## src/rtl/expr_pkg.sv

```systemverilog
// Shared constants for the expr custom-instruction slice: opcodes, controller states and the
// default datapath latency.
package expr_pkg;

    localparam int unsigned EXPR_LATENCY = 20;

    localparam logic [1:0] OP_EVAL  = 2'd0;
    localparam logic [1:0] OP_LAST  = 2'd1;
    localparam logic [1:0] OP_COUNT = 2'd2;

    typedef enum logic [1:0] {
        ST_IDLE = 2'd0,
        ST_BUSY = 2'd1,
        ST_FIN  = 2'd2
    } state_e;

endpackage

```

## src/rtl/expr_ci_ctrl.sv

```systemverilog
// Nios II multi-cycle custom-instruction controller for the pipelined expr datapath: holds the
// operand stable, waits out the pipeline, captures the result and pulses done.
module expr_ci_ctrl
    import expr_pkg::*;
#(
    parameter int unsigned LATENCY = EXPR_LATENCY,
    parameter int unsigned CNT_W   = 8
) (
    input  logic        clk,
    input  logic        reset,
    input  logic        clk_en,
    input  logic        start,
    input  logic [1:0]  n,
    input  logic [31:0] dataa,
    output logic        done,
    output logic [31:0] result,
    output logic [31:0] ex_x,
    input  logic [31:0] ex_result
);

    state_e             state_q, state_d;
    logic [CNT_W-1:0]   cnt_q, cnt_d;
    logic [31:0]        ex_x_q, ex_x_d;
    logic [31:0]        result_q, result_d;
    logic [31:0]        last_q, last_d;
    logic [31:0]        eval_count_q, eval_count_d;
    logic               done_q, done_d;

    // clk_en gates every register, which also makes start count only on enabled edges.
    always_ff @(posedge clk or posedge reset) begin
        if (reset) begin
            state_q      <= ST_IDLE;
            cnt_q        <= '0;
            ex_x_q       <= '0;
            result_q     <= '0;
            last_q       <= '0;
            eval_count_q <= '0;
            done_q       <= 1'b0;
        end else if (clk_en) begin
            state_q      <= state_d;
            cnt_q        <= cnt_d;
            ex_x_q       <= ex_x_d;
            result_q     <= result_d;
            last_q       <= last_d;
            eval_count_q <= eval_count_d;
            done_q       <= done_d;
        end
    end

    always_comb begin
        state_d      = state_q;
        cnt_d        = cnt_q;
        ex_x_d       = ex_x_q;
        result_d     = result_q;
        last_d       = last_q;
        eval_count_d = eval_count_q;
        // done is the registered image of FIN, so it is high in the cycle after FIN.
        done_d       = (state_q == ST_FIN);

        unique case (state_q)
            ST_IDLE: begin
                if (start) begin
                    case (n)
                        OP_EVAL: begin
                            ex_x_d  = dataa;
                            cnt_d   = CNT_W'(LATENCY);
                            state_d = ST_BUSY;
                        end
                        OP_LAST: begin
                            result_d = last_q;
                            state_d  = ST_FIN;
                        end
                        OP_COUNT: begin
                            result_d = eval_count_q;
                            state_d  = ST_FIN;
                        end
                        default: begin
                            result_d = '0;
                            state_d  = ST_FIN;
                        end
                    endcase
                end
            end
            ST_BUSY: begin
                if (cnt_q == '0) begin
                    result_d     = ex_result;
                    last_d       = ex_result;
                    eval_count_d = eval_count_q + 32'd1;
                    state_d      = ST_FIN;
                end else begin
                    cnt_d = cnt_q - 1'b1;
                end
            end
            ST_FIN: begin
                state_d = ST_IDLE;
            end
            default: begin
                state_d = ST_IDLE;
            end
        endcase
    end

    assign done   = done_q;
    assign result = result_q;
    assign ex_x   = ex_x_q;

endmodule
```

## config.mk

```make
export PLATFORM = sky130hd
export DESIGN_NAME = expr_ci_ctrl
export DESIGN_NICKNAME = d
export VERILOG_FILES = /design/src/rtl/expr_pkg.sv /design/src/rtl/expr_ci_ctrl.sv
export SDC_FILE = /design/constraint.sdc
export NUM_CORES = 1
export LEC_CHECK = 0
export ABC_AREA = 0
export ABC_CLOCK_PERIOD_IN_PS = 12980
export CAP_MARGIN = 20
export CORE_ASPECT_RATIO = 0.7
export CORE_MARGIN = 2
export CORE_UTILIZATION = 40
export DETAILED_ROUTE_END_ITERATION = 8
export GPL_ROUTABILITY_DRIVEN = 0
export PLACE_DENSITY = 0.65
export SYNTH_ARGS = -nofsm -noshare
export SYNTH_HDL_FRONTEND = slang
export SYNTH_SLANG_ARGS = --single-unit
```

## constraint.sdc

```tcl
create_clock -name clk -period 12.98 [get_ports clk]
set_clock_uncertainty 0.1 [all_clocks]
set_input_delay 2.596 -clock clk [delete_from_list [all_inputs] [get_ports clk]]
set_output_delay 2.596 -clock clk [all_outputs]
set_load 0.03 [all_outputs]
```

==> metrics.md <==
| Metric | Value |
|---|---|
| Layout Cells excl Fill | 938 |
| Slowest CP cell | nor3_2 |
| Syn Area/Cell | 10.6 um2 |
| Sequential fraction of the synthesis area | 0.553 |
| Max IR drop VDD | 0.135 mV |
| Crit path max-delay family | simple AND/OR/NAND/NOR gates |
| Iteration-0 DRC Markers | 289 |
| R2r setup slk | 9990 ps |
| Layout area overhead | 35.1% |
| Rel. slew slack | 0.301 |
| Hold WS | 371 ps |
| Synth Warn # | 0 |
| Routed wire length | 14,800 um |
| Setup TNS | 0 ps |
| Dpl hpwl | 9940 um |
| Core footprint | 0.0155 mm2 |
| Placed cell count | 904 |
| Fmax | 204 MHz |
| Gate Count Post-Synth | 592 |
| N_diodes | 0 |
| Starting Density | 0.407 |
| HP Class | flop to flop |
| Status | finished clean |
| Unrepaired setup endpoints after global routing | no |
| Placed inst area | 0.00784 mm2 |
| Die W | 154 um |
| DR DRC count | 0 |
| CP Buf/Inv Count | 2 |
| Final Max Slew Viols | 0 |
| Post-cts resize count | 0 |
| P_leak | 3.71 nW |
| Critical path launch point type | primary input |
| Worst stage delay on the critical path | 900 ps |
| PD cells | 212 mW/mm2 |
| CTS buffer count | 17 |
| GR Util All Layers | 0.183 |
| Number of global-route vias before repair | 4,845 |
| Largest net degree at the start of global routing | 78 |
| CP required | 13,170 ps |
| First-pass GRT wire length | 24,300 um |
| Vias/cell | 5.12 |
| Syn nets | 668 |
| Initial antenna violation count | 0 |
| Synth async-reset ratio | 1.00 |
| Worst-path fanout max | 33 |
| Die Y | 109 um |
| Ys flop type | dfrtp_1 |
| CTS H-tree lvls | 4 |
| Initial DRT Pass Iterations | 4 |
| CP Class | primary input to flop |
| Layout fillers | 1,298 |
| Share of cells above drive strength 1 | 0.161 |
| Vias | 4,803 |
| Register Area | 0.00348 mm2 |
| Power consumption | 1.80 mW |
| Top-Level Pins | 135 |
| EDFF count, synth | 0 |
| Final setup fails | 0 |
| Period utilization | 0.377 |
| Worst setup EP type | flop |
| TritonCTS clock tree | done |
| WL/cell | 15.8 um |
| Clock sink count | 139 |
| Multi-input gate area | 0.00265 mm2 |
| Final Hold Viols | 0 |
| Worst-case clock buffer depth | 2 |
| Row Count | 38 |
| Setup Fix Bufs, Post-CTS | 0 |
| Critical path arrival | 5090 ps |
| Clock latency on the worst-skew pair | 420 ps |
| Shortest period the worst path allows | 4900 ps |
| Synth Cell Area | 0.00629 mm2 |
| Measured slew at the worst slew-check pin | 1040 ps |
| Worst-path clk slew | 60 ps |
| Post-DRT Antenna Nets | 0 |
| Layout Nets | 801 |
| CTS root buf | clkbuf_16 |
| Port bufs | 134 |
| FF+latch count, synth | 139 |
| Hold_buf cts | 0 |
| Crit path cell chain | clkdlybuf4s50_1 -> nand3b_1 -> nor3_2 -> buf_4 -> nand4_1 -> xnor2_1 |
| Fin area | 0.00850 mm2 |
| Total gr overflow | 0 |
| Die area | 0.0168 mm2 |
| Maximum capacitance violations | 0 |
| Synth unique cells | 36 |
==> Yosys cell counts, types with 2 or more instances <==
master | n | share of area
nand2_1 | 143 | 0.085
dfrtp_1 | 139 | 0.55
mux2_2 | 65 | 0.12
o21ai_0 | 37 | 0.029
a22oi_1 | 32 | 0.038
xnor2_1 | 30 | 0.042
clkbuf_1 | 21 | 0.013
nand4_1 | 18 | 0.018
nand3_1 | 15 | 0.012
inv_1 | 12 | 0.0072
nor2_1 | 11 | 0.0066
buf_2 | 9 | 0.0072
nor3_1 | 8 | 0.0064
a21oi_1 | 6 | 0.0048
ha_1 | 6 | 0.012
and3_1 | 5 | 0.0050
a21o_1 | 3 | 0.0036
nand2b_1 | 3 | 0.0030
nand3b_1 | 3 | 0.0036
nor4_1 | 3 | 0.0030
or2_2 | 3 | 0.0030
or3_1 | 3 | 0.0030
xor2_1 | 3 | 0.0042
nor3b_1 | 2 | 0.0024
==> metal layers <==
metal  track usage  vias up  wire (um)
met5             0        -          0
met4        0.0507        0        143
met3        0.0509       15        875
met2         0.278      148       6420
met1         0.259     2325       7350
li1              -     2315          -
==> worst register-to-register path, stage by stage (launching register included) <==
cell and delay [ps]:
dfrtp_1 370, inv_1 100, ha_1 190, or3b_2 500, nor3_2 800, buf_4 490
nand4_1 170, xnor2_1 150
==> per-stage QoR <==
stage / util / worst slack (ps)
after floorplan: - / 6560
after global placement: 0.507 / 7750
after detailed placement: 0.507 / 7650
after CTS: 0.548 / 8080
after global routing: 0.550 / 7880
final: 0.550 / 8080
==> cell usage in the layout (no fill, tap or decap), types with 4 or more instances in the layout <==
master	n
clkbuf_16	17
xnor2_1	30
nand3_1	15
dfrtp_1	139
inv_1	11
buf_4	9
bufinv_16	4
a22oi_1	32
nand4_1	18
clkdlybuf4s50_1	134
nand2_1	143
clkinvlp_4	4
mux2_2	65
o21ai_0	37
a21oi_1	6
and3_1	5
inv_6	4
nor3_1	6
nor2_1	10
ha_1	6
==> flip-flops by register name, indices dropped and copies added, names as in the netlist <==
signal / cells
state_q: 2
cnt_q: 8
done: 1
ex_x: 32
last_q: 32
result: 32
eval_count_q: 32
==> final cells by class <==
cell class / instances / share of cell area
clock buffers: 19 / 0.0521
clock inverters: 13 / 0.0224
inverters: 12 / 0.00589
multi-input cells: 410 / 0.312
flip-flops and latches: 139 / 0.409
well taps: 200 / 0.0294
repair buffers: 145 / 0.169
==> kinds of logic (layout without fill, tap and decap cells) <==
kind of cell             count (synthesis)  after routing  share of synthesized area
AO/OA/AOI/OAI                           82             82                     0.0817
XOR/XNOR                                33             33                     0.0459
adder cells (fa/ha/maj)                  6              6                     0.0119
buffers and inverters                   43            189                     0.0286
flip-flops                             139            139                      0.553
multiplexers                            65             65                      0.116
AND/OR/NAND/NOR                        224            224                      0.163
==> power by group <==
group | internal [mW] | switching, mW
registers | 0.555 | 0.0746
clock network | 0.328 | 0.192
logic | 0.298 | 0.355
==> path summary, 6_finish.rpt <==
path | startpoint | endpoint | cells past startpoint
setup / recovery | clk_en | eval_count_q[6] | 6
hold / removal | last_q[1] | last_q[1] | 2
setup reg to reg | cnt_q[0] | eval_count_q[6] | 7
hold reg to reg | last_q[1] | last_q[1] | 2
max in group asynchronous | reset | ex_x[19] | 3
min in group asynchronous | reset | ex_x[23] | 2
Note: power is estimated with default switching activity, not from simulation.
